--- config.mk ---
export PLATFORM = sky130hd
export DESIGN_NAME = mul_share_arb
export DESIGN_NICKNAME = d
export VERILOG_FILES = /design/src/rtl/mul_share_pkg.sv /design/src/rtl/myhlr.sv /design/src/rtl/mul_share_arb.sv
export SDC_FILE = /design/constraint.sdc
export NUM_CORES = 1
export LEC_CHECK = 0
export CAP_MARGIN = 10
export CORE_AREA = 2 2 269 271
export CTS_CLUSTER_SIZE = 8
export DETAILED_ROUTE_END_ITERATION = 12
export DIE_AREA = 0 0 271 273
export PLACE_DENSITY_LB_ADDON = 0.12
export REMOVE_ABC_BUFFERS = 1
export SKIP_LAST_GASP = 1
export SYNTH_ARGS = -nofsm -noshare
export SYNTH_HDL_FRONTEND = slang
export SYNTH_SLANG_ARGS = --single-unit
--- constraint.sdc ---
create_clock -name clk -period 9.92 [get_ports clk]
set_input_delay 1.488 -clock clk [delete_from_list [all_inputs] [get_ports clk]]
set_output_delay 1.488 -clock clk [all_outputs]
set_load 0.01 [all_outputs]
--- src/rtl/mul_share_pkg.sv ---
// Shared types and defaults for the two-requester multiplier-sharing controller.
package mul_share_pkg;

  localparam int W_DEF     = 16;
  localparam int CNT_W_DEF = 32;

  typedef enum logic [1:0] {
    S_IDLE = 2'd0,
    S_MUL  = 2'd1,
    S_RESP = 2'd2
  } state_t;

  typedef logic req_idx_t;

endpackage

--- src/rtl/myhlr.sv ---
// Hybrid multiplier: the low six bits of B are recoded as two radix-8 Booth
// digits whose hard multiple (3A) has its low APX bits cleared; the remaining
// bits of B are recoded as exact radix-4 Booth digits. Operands are unsigned.
module myhlr #(
  parameter int W = 16
) (
  input  logic [W-1:0]   A,
  input  logic [W-1:0]   B,
  output logic [2*W-1:0] result
);

  localparam int PW  = 2 * W;
  localparam int APX = 2;
  localparam int NR4 = W / 2 - 2;

  logic [W+2:0]          bx;
  logic signed [PW-1:0]  a1;
  logic signed [PW-1:0]  a3x;
  logic signed [PW-1:0]  a3;
  logic signed [PW-1:0]  acc;

  function automatic logic signed [PW-1:0] r8_pp(input logic [3:0] g,
                                                 input logic signed [PW-1:0] m1,
                                                 input logic signed [PW-1:0] m3);
    logic signed [PW-1:0] pp;
    pp = '0;
    case (g)
      4'b0001, 4'b0010: pp = m1;
      4'b0011, 4'b0100: pp = m1 <<< 1;
      4'b0101, 4'b0110: pp = m3;
      4'b0111:          pp = m1 <<< 2;
      4'b1000:          pp = -(m1 <<< 2);
      4'b1001, 4'b1010: pp = -m3;
      4'b1011, 4'b1100: pp = -(m1 <<< 1);
      4'b1101, 4'b1110: pp = -m1;
      default:          pp = '0;
    endcase
    return pp;
  endfunction

  function automatic logic signed [PW-1:0] r4_pp(input logic [2:0] g,
                                                 input logic signed [PW-1:0] m1);
    logic signed [PW-1:0] pp;
    pp = '0;
    case (g)
      3'b001, 3'b010: pp = m1;
      3'b011:         pp = m1 <<< 1;
      3'b100:         pp = -(m1 <<< 1);
      3'b101, 3'b110: pp = -m1;
      default:        pp = '0;
    endcase
    return pp;
  endfunction

  assign bx  = {2'b00, B, 1'b0};
  assign a1  = {{W{1'b0}}, A};
  assign a3x = a1 + (a1 <<< 1);
  assign a3  = {a3x[PW-1:APX], {APX{1'b0}}};

  // Sum the radix-8 (approximate) and radix-4 (exact) partial products
  always_comb begin
    acc = '0;
    for (int i = 0; i < 2; i++) begin
      acc = acc + (r8_pp(bx[3*i+3 -: 4], a1, a3) <<< (3*i));
    end
    for (int j = 0; j < NR4; j++) begin
      acc = acc + (r4_pp(bx[2*j+8 -: 3], a1) <<< (2*j+6));
    end
  end

  assign result = acc;

endmodule

--- src/rtl/mul_share_arb.sv ---
// Round-robin controller that time-shares one myhlr multiplier between two
// valid/ready operand channels and returns each product on the owner's
// response channel.
module mul_share_arb
  import mul_share_pkg::*;
#(
  parameter int W     = W_DEF,
  parameter int CNT_W = CNT_W_DEF
) (
  input  logic             clk,
  input  logic             rst,
  input  logic             req0_valid,
  output logic             req0_ready,
  input  logic [W-1:0]     req0_a,
  input  logic [W-1:0]     req0_b,
  input  logic             req1_valid,
  output logic             req1_ready,
  input  logic [W-1:0]     req1_a,
  input  logic [W-1:0]     req1_b,
  output logic             rsp0_valid,
  input  logic             rsp0_ready,
  output logic [2*W-1:0]   rsp0_result,
  output logic             rsp1_valid,
  input  logic             rsp1_ready,
  output logic [2*W-1:0]   rsp1_result,
  output logic             busy,
  output logic [CNT_W-1:0] op_count
);

  state_t         state;
  req_idx_t       last_grant;
  req_idx_t       owner;
  req_idx_t       gnt;
  logic           idle_ok;
  logic           acc0;
  logic           acc1;
  logic           rsp_hs;
  logic [W-1:0]   a_p0;
  logic [W-1:0]   b_p0;
  logic [2*W-1:0] mul_out;
  logic [2*W-1:0] prod_p1;

  function automatic logic [CNT_W-1:0] sat_inc(input logic [CNT_W-1:0] v);
    return (&v) ? v : v + 1'b1;
  endfunction

  // Round-robin pick: a lone requester wins, a tie goes to the one not served last
  always_comb begin
    gnt = 1'b0;
    if (req0_valid && req1_valid) begin
      gnt = ~last_grant;
    end else if (req1_valid) begin
      gnt = 1'b1;
    end
  end

  assign idle_ok    = ~rst && (state == S_IDLE);
  assign req0_ready = idle_ok & req0_valid & ~gnt;
  assign req1_ready = idle_ok & req1_valid & gnt;
  assign acc0       = req0_valid & req0_ready;
  assign acc1       = req1_valid & req1_ready;
  assign rsp_hs     = (rsp0_valid & rsp0_ready) | (rsp1_valid & rsp1_ready);

  assign rsp0_result = rsp0_valid ? prod_p1 : '0;
  assign rsp1_result = rsp1_valid ? prod_p1 : '0;

  myhlr #(.W(W)) u_mul (
    .A      (a_p0),
    .B      (b_p0),
    .result (mul_out)
  );

  // Controller FSM: accept -> multiply -> hold response until handshake
  always_ff @(posedge clk) begin
    if (rst) begin
      state      <= S_IDLE;
      last_grant <= 1'b1;
      owner      <= 1'b0;
      a_p0       <= '0;
      b_p0       <= '0;
      prod_p1    <= '0;
      op_count   <= '0;
      rsp0_valid <= 1'b0;
      rsp1_valid <= 1'b0;
      busy       <= 1'b0;
    end else begin
      case (state)
        S_IDLE: begin
          // operand stage p0: latch the winner's operands
          if (acc0 || acc1) begin
            owner      <= acc1;
            last_grant <= acc1;
            a_p0       <= acc1 ? req1_a : req0_a;
            b_p0       <= acc1 ? req1_b : req0_b;
            busy       <= 1'b1;
            state      <= S_MUL;
          end
        end
        S_MUL: begin
          // product stage p1: capture the multiplier output
          prod_p1    <= mul_out;
          rsp0_valid <= (owner == 1'b0);
          rsp1_valid <= (owner == 1'b1);
          state      <= S_RESP;
        end
        S_RESP: begin
          if (rsp_hs) begin
            rsp0_valid <= 1'b0;
            rsp1_valid <= 1'b0;
            busy       <= 1'b0;
            op_count   <= sat_inc(op_count);
            state      <= S_IDLE;
          end
        end
        default: begin
          rsp0_valid <= 1'b0;
          rsp1_valid <= 1'b0;
          busy       <= 1'b0;
          state      <= S_IDLE;
        end
      endcase
    end
  end

endmodule

== Word-level counts from Yosys, hierarchy flattened ==
Index checks and enable logic that the tools add are counted.

* Bits in writable memories: 0
* Register bits after elaboration: 103
* Memories kept: 0
* Bits in latches: 0
* Memory bits (read-only): 0
* Logic and storage cells: 142
* Output and inout bits: 101
* Bits of input ports: 70

* $mul: 0
* Muxes and demuxes: 22
* Div/mod/pow operators: 0
* Equal/unequal tests: 55
* Add/subtract/negate cells: 13
* Shifts and indexed selects: 0
* Reductions and logical operators: 26
* Bitwise logic cells: 16
* Magnitude comparators: 0

{| class="wikitable"
|+ Operator list
! kind !! count
|-
| one-hot mux 29 bit (8 select lines) || 1
|-
| adder 32 bit || 7
|-
| one-hot mux 32 bit (7 select lines) || 1
|-
| one-hot mux 26 bit (4 select lines) || 1
|-
| one-hot mux 24 bit (4 select lines) || 1
|-
| one-hot mux 22 bit (4 select lines) || 1
|-
| one-hot mux 20 bit (4 select lines) || 1
|-
| one-hot mux 18 bit (4 select lines) || 1
|-
| two-way mux 32 bit || 2
|-
| negator 18 -> 32 bit || 2
|-
| == test 3 bit, second input constant || 19
|-
| two-way mux 16 bit || 3
|-
| == test 3 x 2 -> 1 bit, second input constant || 12
|-
| adder 32 x 1 -> 32 bit, second input constant || 1
|-
| negator 16 -> 32 bit || 1
|-
| negator 17 -> 32 bit || 1
|-
| AND reduction 32 bit || 1
|-
| OR reduction 2 bit || 16
|-
| == test 4 bit, second input constant || 7
|-
| adder 16 x 17 -> 18 bit || 1
|-
| == test 3 x 1 -> 1 bit, second input constant || 6
|-
| == test 4 x 3 -> 1 bit, second input constant || 4
|-
| one-hot mux 1 bit (3 select lines) || 3
|-
| AND 1 bit || 8
|-
| other kinds (16) || 31
|}

== Longest topological paths before layout ==
* Depth after elaboration: 10
* Mapped depth: 34
* Gate-level depth less buffers: 32

== By module ==
From an unflattened synthesis, not the netlist that was laid out.

* Cells, all modules: 2,308
* Area total of the unflattened synthesis: 16,557.1 um^2

{| class="wikitable"
|+ By module, submodules not included
! module !! instances !! seq. area each (um^2) !! area each (um^2) !! cells an instance
|-
| myhlr || 1 || 0.0 || 11,756.3 || 1,687
|-
| mul_share_arb || 1 || 2,062.0 || 4,800.9 || 621
|}

== Worst setup path after synthesis ==
OpenSTA, ideal clock, no wires.

* Kind: register to register
* Start point: register a_p0[1]
* End point: register prod_p1[31]
* Buffers on the path: 2
* Arrival: 8.330 ns
* Setup time: 0.088 ns
* Cell stages (with the launch flop): 33
* Required time: 9.832 ns
* Setup slack: 1.501 ns
* Clock period less this slack: 8.419 ns
* Path through: dfxtp_1 -> clkbuf_1 -> inv_1 -> ha_1 -> a211oi_4 -> nor3_1 -> or3b_1 -> buf_2 -> or2_1 -> or4_4 -> or4b_2 -> nor3_1 -> o21a_1 -> inv_1 -> fa_1 -> inv_1 -> fa_1 -> inv_1 -> fa_1 -> inv_1 -> fa_1 -> inv_1 -> ha_1 -> and3_1 -> a221o_1 -> o41ai_1 -> nand2_1 -> o21ai_0 -> o311ai_0 -> nor2b_1 -> a32oi_1 -> and2_1 -> a311oi_2

* Cells in the longest elaborated chain, start to end: 10
* Elaborated cells between the ends (all ways): 20
* Classes of those cells: add/sub: 12; mux: 8

{| class="wikitable"
|+ Ends and longest elaborated chain
! item !! line !! RTL
|-
| from (decl) || mul_share_arb.sv:38 || <nowiki>logic [W-1:0] a_p0;</nowiki>
|-
| from (signal assigned) || mul_share_arb.sv:93 || <nowiki>a_p0 <= acc1 ? req1_a : req0_a;</nowiki>
|-
| adder 16 x 17 -> 18 bit || myhlr.sv:57 || <nowiki>assign a3x = a1 + (a1 <<< 1);</nowiki>
|-
| negator 18 -> 32 bit || myhlr.sv:33 || <nowiki>4'b1001, 4'b1010: pp = -m3;</nowiki>
|-
| one-hot mux 29 bit (8 select lines) / one-hot mux 32 bit (7 select lines) (equally long branches) || myhlr.sv:27 || <nowiki>case (g)</nowiki>
|-
| adder 32 bit || myhlr.sv:64 || <nowiki>acc = acc + (r8_pp(bx[3*i+3 -: 4], a1, a3) <<< (3*i));</nowiki>
|-
| adder 32 bit (5 in series) || myhlr.sv:67 || <nowiki>acc = acc + (r4_pp(bx[2*j+8 -: 3], a1) <<< (2*j+6));</nowiki>
|-
| adder 32 bit (*) || myhlr.sv:67 ||
|-
| to (signal assigned) || mul_share_arb.sv:101 || <nowiki>prod_p1 <= mul_out;</nowiki>
|-
| to (decl) || mul_share_arb.sv:41 || <nowiki>logic [2*W-1:0] prod_p1;</nowiki>
|}

Every way passes the cells marked *; elsewhere a longest branch is shown, timed or not.
A chain may end at the register's enable or synchronous reset.

== Worst setup path in the final report ==
Same ends and word-level chain as after synthesis.

==> results.sh <==
export IMPL_drtAntennaViolNets=0
export IMPL_synth_top_cells_by_area="fa_1, dfxtp_1, a21oi_1, nand2_1, ha_1"
export IMPL_initial_utilization=0.248
export IMPL_cts_tree="built"
export IMPL_grt_max_degree=69
export IMPL_ys_flop_type="dfxtp_1"
export IMPL_cts_made_buffers=9
export IMPL_post_cts_buffers=0
export IMPL_total_power_uw=4600
export IMPL_p_leak_uw=0.00775
export IMPL_core_mm2=0.0710
export IMPL_dieArea_mm2=0.0740
export IMPL_crit_type="flip-flop to flip-flop"
export IMPL_synthDistinctLibCells=84
export IMPL_cts_max_path_buffers=2
export IMPL_cts_root_buf="clkbuf_16"
export IMPL_areaGrowthSynthToFinish_pct=16.7
export IMPL_dieWidth_um=271
export IMPL_cts_hold_buf=0
export IMPL_grt_pass1_vias=17700
export IMPL_synth_avg_cell_area_um2=7.18
export IMPL_pre_cts_slack_ns=0.794
export IMPL_timing_rr_start="a_p0[1]"
export IMPL_path_clk_slew_ns=0.10
export IMPL_htree_levels=3
export IMPL_avgRoutedWirePerCell_um=22.5
export IMPL_firstDrtPassIters=10
export IMPL_tns_ns=0
export IMPL_min_period_ns=9.19
export IMPL_max_freq_ghz=0.109
export IMPL_drc=0
export IMPL_die_h_um=273
export IMPL_worst_slew_pin_slew_ns=1.14
export IMPL_gr_total_overflow=0
export IMPL_fin_ws_ns=0.730
export IMPL_rrSetupSlack_ns=0.73
export IMPL_end_kind="flip-flop"
export IMPL_cts_sinks=103
export IMPL_fillCellCount=7759
export IMPL_yosysSeqAreaShare=0.117
export IMPL_synth_edf_count=0
export IMPL_synth_warnings=0
export IMPL_num_rows=98
export IMPL_hold_end="prod_p1[10]"
export IMPL_post_drt_via_cell_ratio=5.36
export IMPL_mostFrequentLayoutCell="nand2_1"
export IMPL_synth_top_cell_by_area="fa_1"
export IMPL_max_cap_violations=0
export IMPL_grt_pass1_wl_um=115000
export IMPL_peakVddDrop_uv=154
export IMPL_crit_fanout=6
export IMPL_hp_class="flip-flop to flip-flop"
export IMPL_drt_iter0_drc=1828
export IMPL_fin_crit_sh=0.926
export IMPL_synthArstFlopShare=0
export IMPL_finalSetupViolCount=0
export IMPL_max_stage_delay_ns=0.69
export IMPL_drive_above_1_share=0.0581
export IMPL_worstHoldPathCells=2
export IMPL_seq_area_mm2=0.00208
export IMPL_ys_ff_latch=103
export IMPL_gp_congestion=0.911
export IMPL_r2r_cells=32
export IMPL_relSlewSlack=0.231
export IMPL_grtUsageTotal=0.206
export IMPL_pwr_density_cell_mw_per_mm2=224
export IMPL_arrival_ns=9.53
export IMPL_synth_cells=2449
export IMPL_dp_hpwl_um=58200
export IMPL_slew_violations=0
export IMPL_syn_area_mm2=0.0176
export IMPL_antenna_found_initial=1
export IMPL_outcome="finished clean"
export IMPL_critPathSlowestCell="or4b_1"
export IMPL_multi_input_area_mm2=0.0140
export IMPL_rsz0062_at_grt="false"
export IMPL_reg2reg_to="prod_p1[31]"
export IMPL_pin_count=171
export IMPL_crit_path_start_kind="flip-flop"
export IMPL_yosysTopAreaCellShare=0.137
export IMPL_clkLatencyLatePin_ns=0.42
export IMPL_hold_viol_final=0
export IMPL_clock_skew_ns=0.0259
export IMPL_fin_nets=2750
export IMPL_min_from="prod_p1[10]"
export IMPL_fin_util=0.289
export IMPL_wl_um=77200
export IMPL_ctsResizeCount=0
export IMPL_io_buffers=170
export IMPL_required_ns=10.26
export IMPL_layout_common_cells="nand2_1, nor2_1, a21oi_1"
export IMPL_vias=18400
==> layer usage <==
metal,global-route usage,up-vias,routed length [um]
met5,0,-,0
met4,0.0474,0,1470
met3,0.0298,83,4900
met2,0.347,669,36500
met1,0.276,8969,34300
li1,-,8660,-
==> Yosys cell counts, drive strengths merged (8+ instances only) <==
| library cell | count |
|---|---|
| nand2 | 297 |
| nor2 | 233 |
| a21oi | 230 |
| clkbuf | 190 |
| inv | 174 |
| o21ai | 158 |
| fa | 120 |
| dfxtp | 103 |
| and2 | 86 |
| ha | 85 |
| xnor2 | 82 |
| a211oi | 55 |
| mux2i | 45 |
| a311oi | 39 |
| nand3 | 37 |
| nor3 | 33 |
| a211o | 30 |
| a31oi | 30 |
| buf | 30 |
| xor2 | 25 |
| o211ai | 22 |
| o221ai | 21 |
| or3 | 21 |
| nor2b | 18 |
| nand2b | 16 |
| o22ai | 16 |
| and3 | 15 |
| mux4 | 15 |
| a21o | 14 |
| o31ai | 13 |
| a221o | 12 |
| a221oi | 12 |
| o311ai | 11 |
| nand4 | 10 |
| o311a | 10 |
| a222oi | 9 |
| o211a | 9 |
| o21a | 9 |
| clkinv | 8 |
| nor4 | 8 |
| o21bai | 8 |
| or2 | 8 |
==> sequential cells by signal (all words and copies together), names as in the netlist <==
name and cells:
op_count 32, a_p0 16, prod_p1 32, owner 1
rsp1_valid 1, rsp0_valid 1, busy 1, last_grant 1
b_p0 16, state 2
==> where the power goes <==
group | switching, uW | internal [uW] | leakage, uW | total, uW
Sequential | 79.4 | 465 | 0.000844 | 544
Clock | 225 | 205 | 0.000158 | 430
Combinational | 2250 | 1380 | 0.00675 | 3630
Total | 2550 | 2050 | 0.00775 | 4600
==> worst max-delay path by stage <==
| stage | startpoint | to | depth (start not counted) |
|---|---|---|---|
| 3_5_place_dp | a_p0[1] | prod_p1[31] | 32 |
| 2_1_floorplan | a_p0[5] | prod_p1[31] | 30 |
| 5_1_grt | a_p0[1] | prod_p1[31] | 31 |
| 3_3_place_gp | a_p0[1] | prod_p1[31] | 31 |
| 6_report | a_p0[1] | prod_p1[31] | 32 |
| 4_1_cts | a_p0[1] | prod_p1[31] | 32 |
==> cell families after synthesis <==
| group | after synthesis | synth area share |
|---|---|---|
| buffers and inverters | 402 | 0.0870 |
| flip-flops | 103 | 0.117 |
| AND/OR/NAND/NOR | 813 | 0.214 |
| AO/OA/AOI/OAI | 753 | 0.282 |
| multiplexers | 65 | 0.0480 |
| XOR/XNOR | 108 | 0.0547 |
| adder cells (fa/ha/maj) | 205 | 0.197 |
==> area by class of cell <==
type / count / area share
multi-input cells: 1944 / 0.685
repair buffers: 235 / 0.107
flip-flops and latches: 103 / 0.101
well taps: 950 / 0.0579
inverters: 182 / 0.0333
clock buffers: 9 / 0.0110
clock inverters: 7 / 0.00464
diodes: 1 / 0.000122
==> stage by stage <==
stage	hold slack, ns	std cells	instance area, um^2
final	0.474	3431	20500
after global placement	0.456	3414	20200
after floorplan	0.430	2229	16700
after detailed placement	0.465	3414	20200
after global routing	0.499	3430	20500
after CTS	0.477	3430	20500
==> worst max-delay path, delay by kind of cell, from the launching register on <==
family / cells / cell delay [ns]
AOI/OAI and AO/OA: 9 / 2.18
adders and majority gates: 7 / 3.10
buffers and inverters: 5 / 0.27
DFF: 1 / 0.40
and+or+nand+nor: 11 / 3.15
No activity file was read; power rests on OpenSTA's default activity.
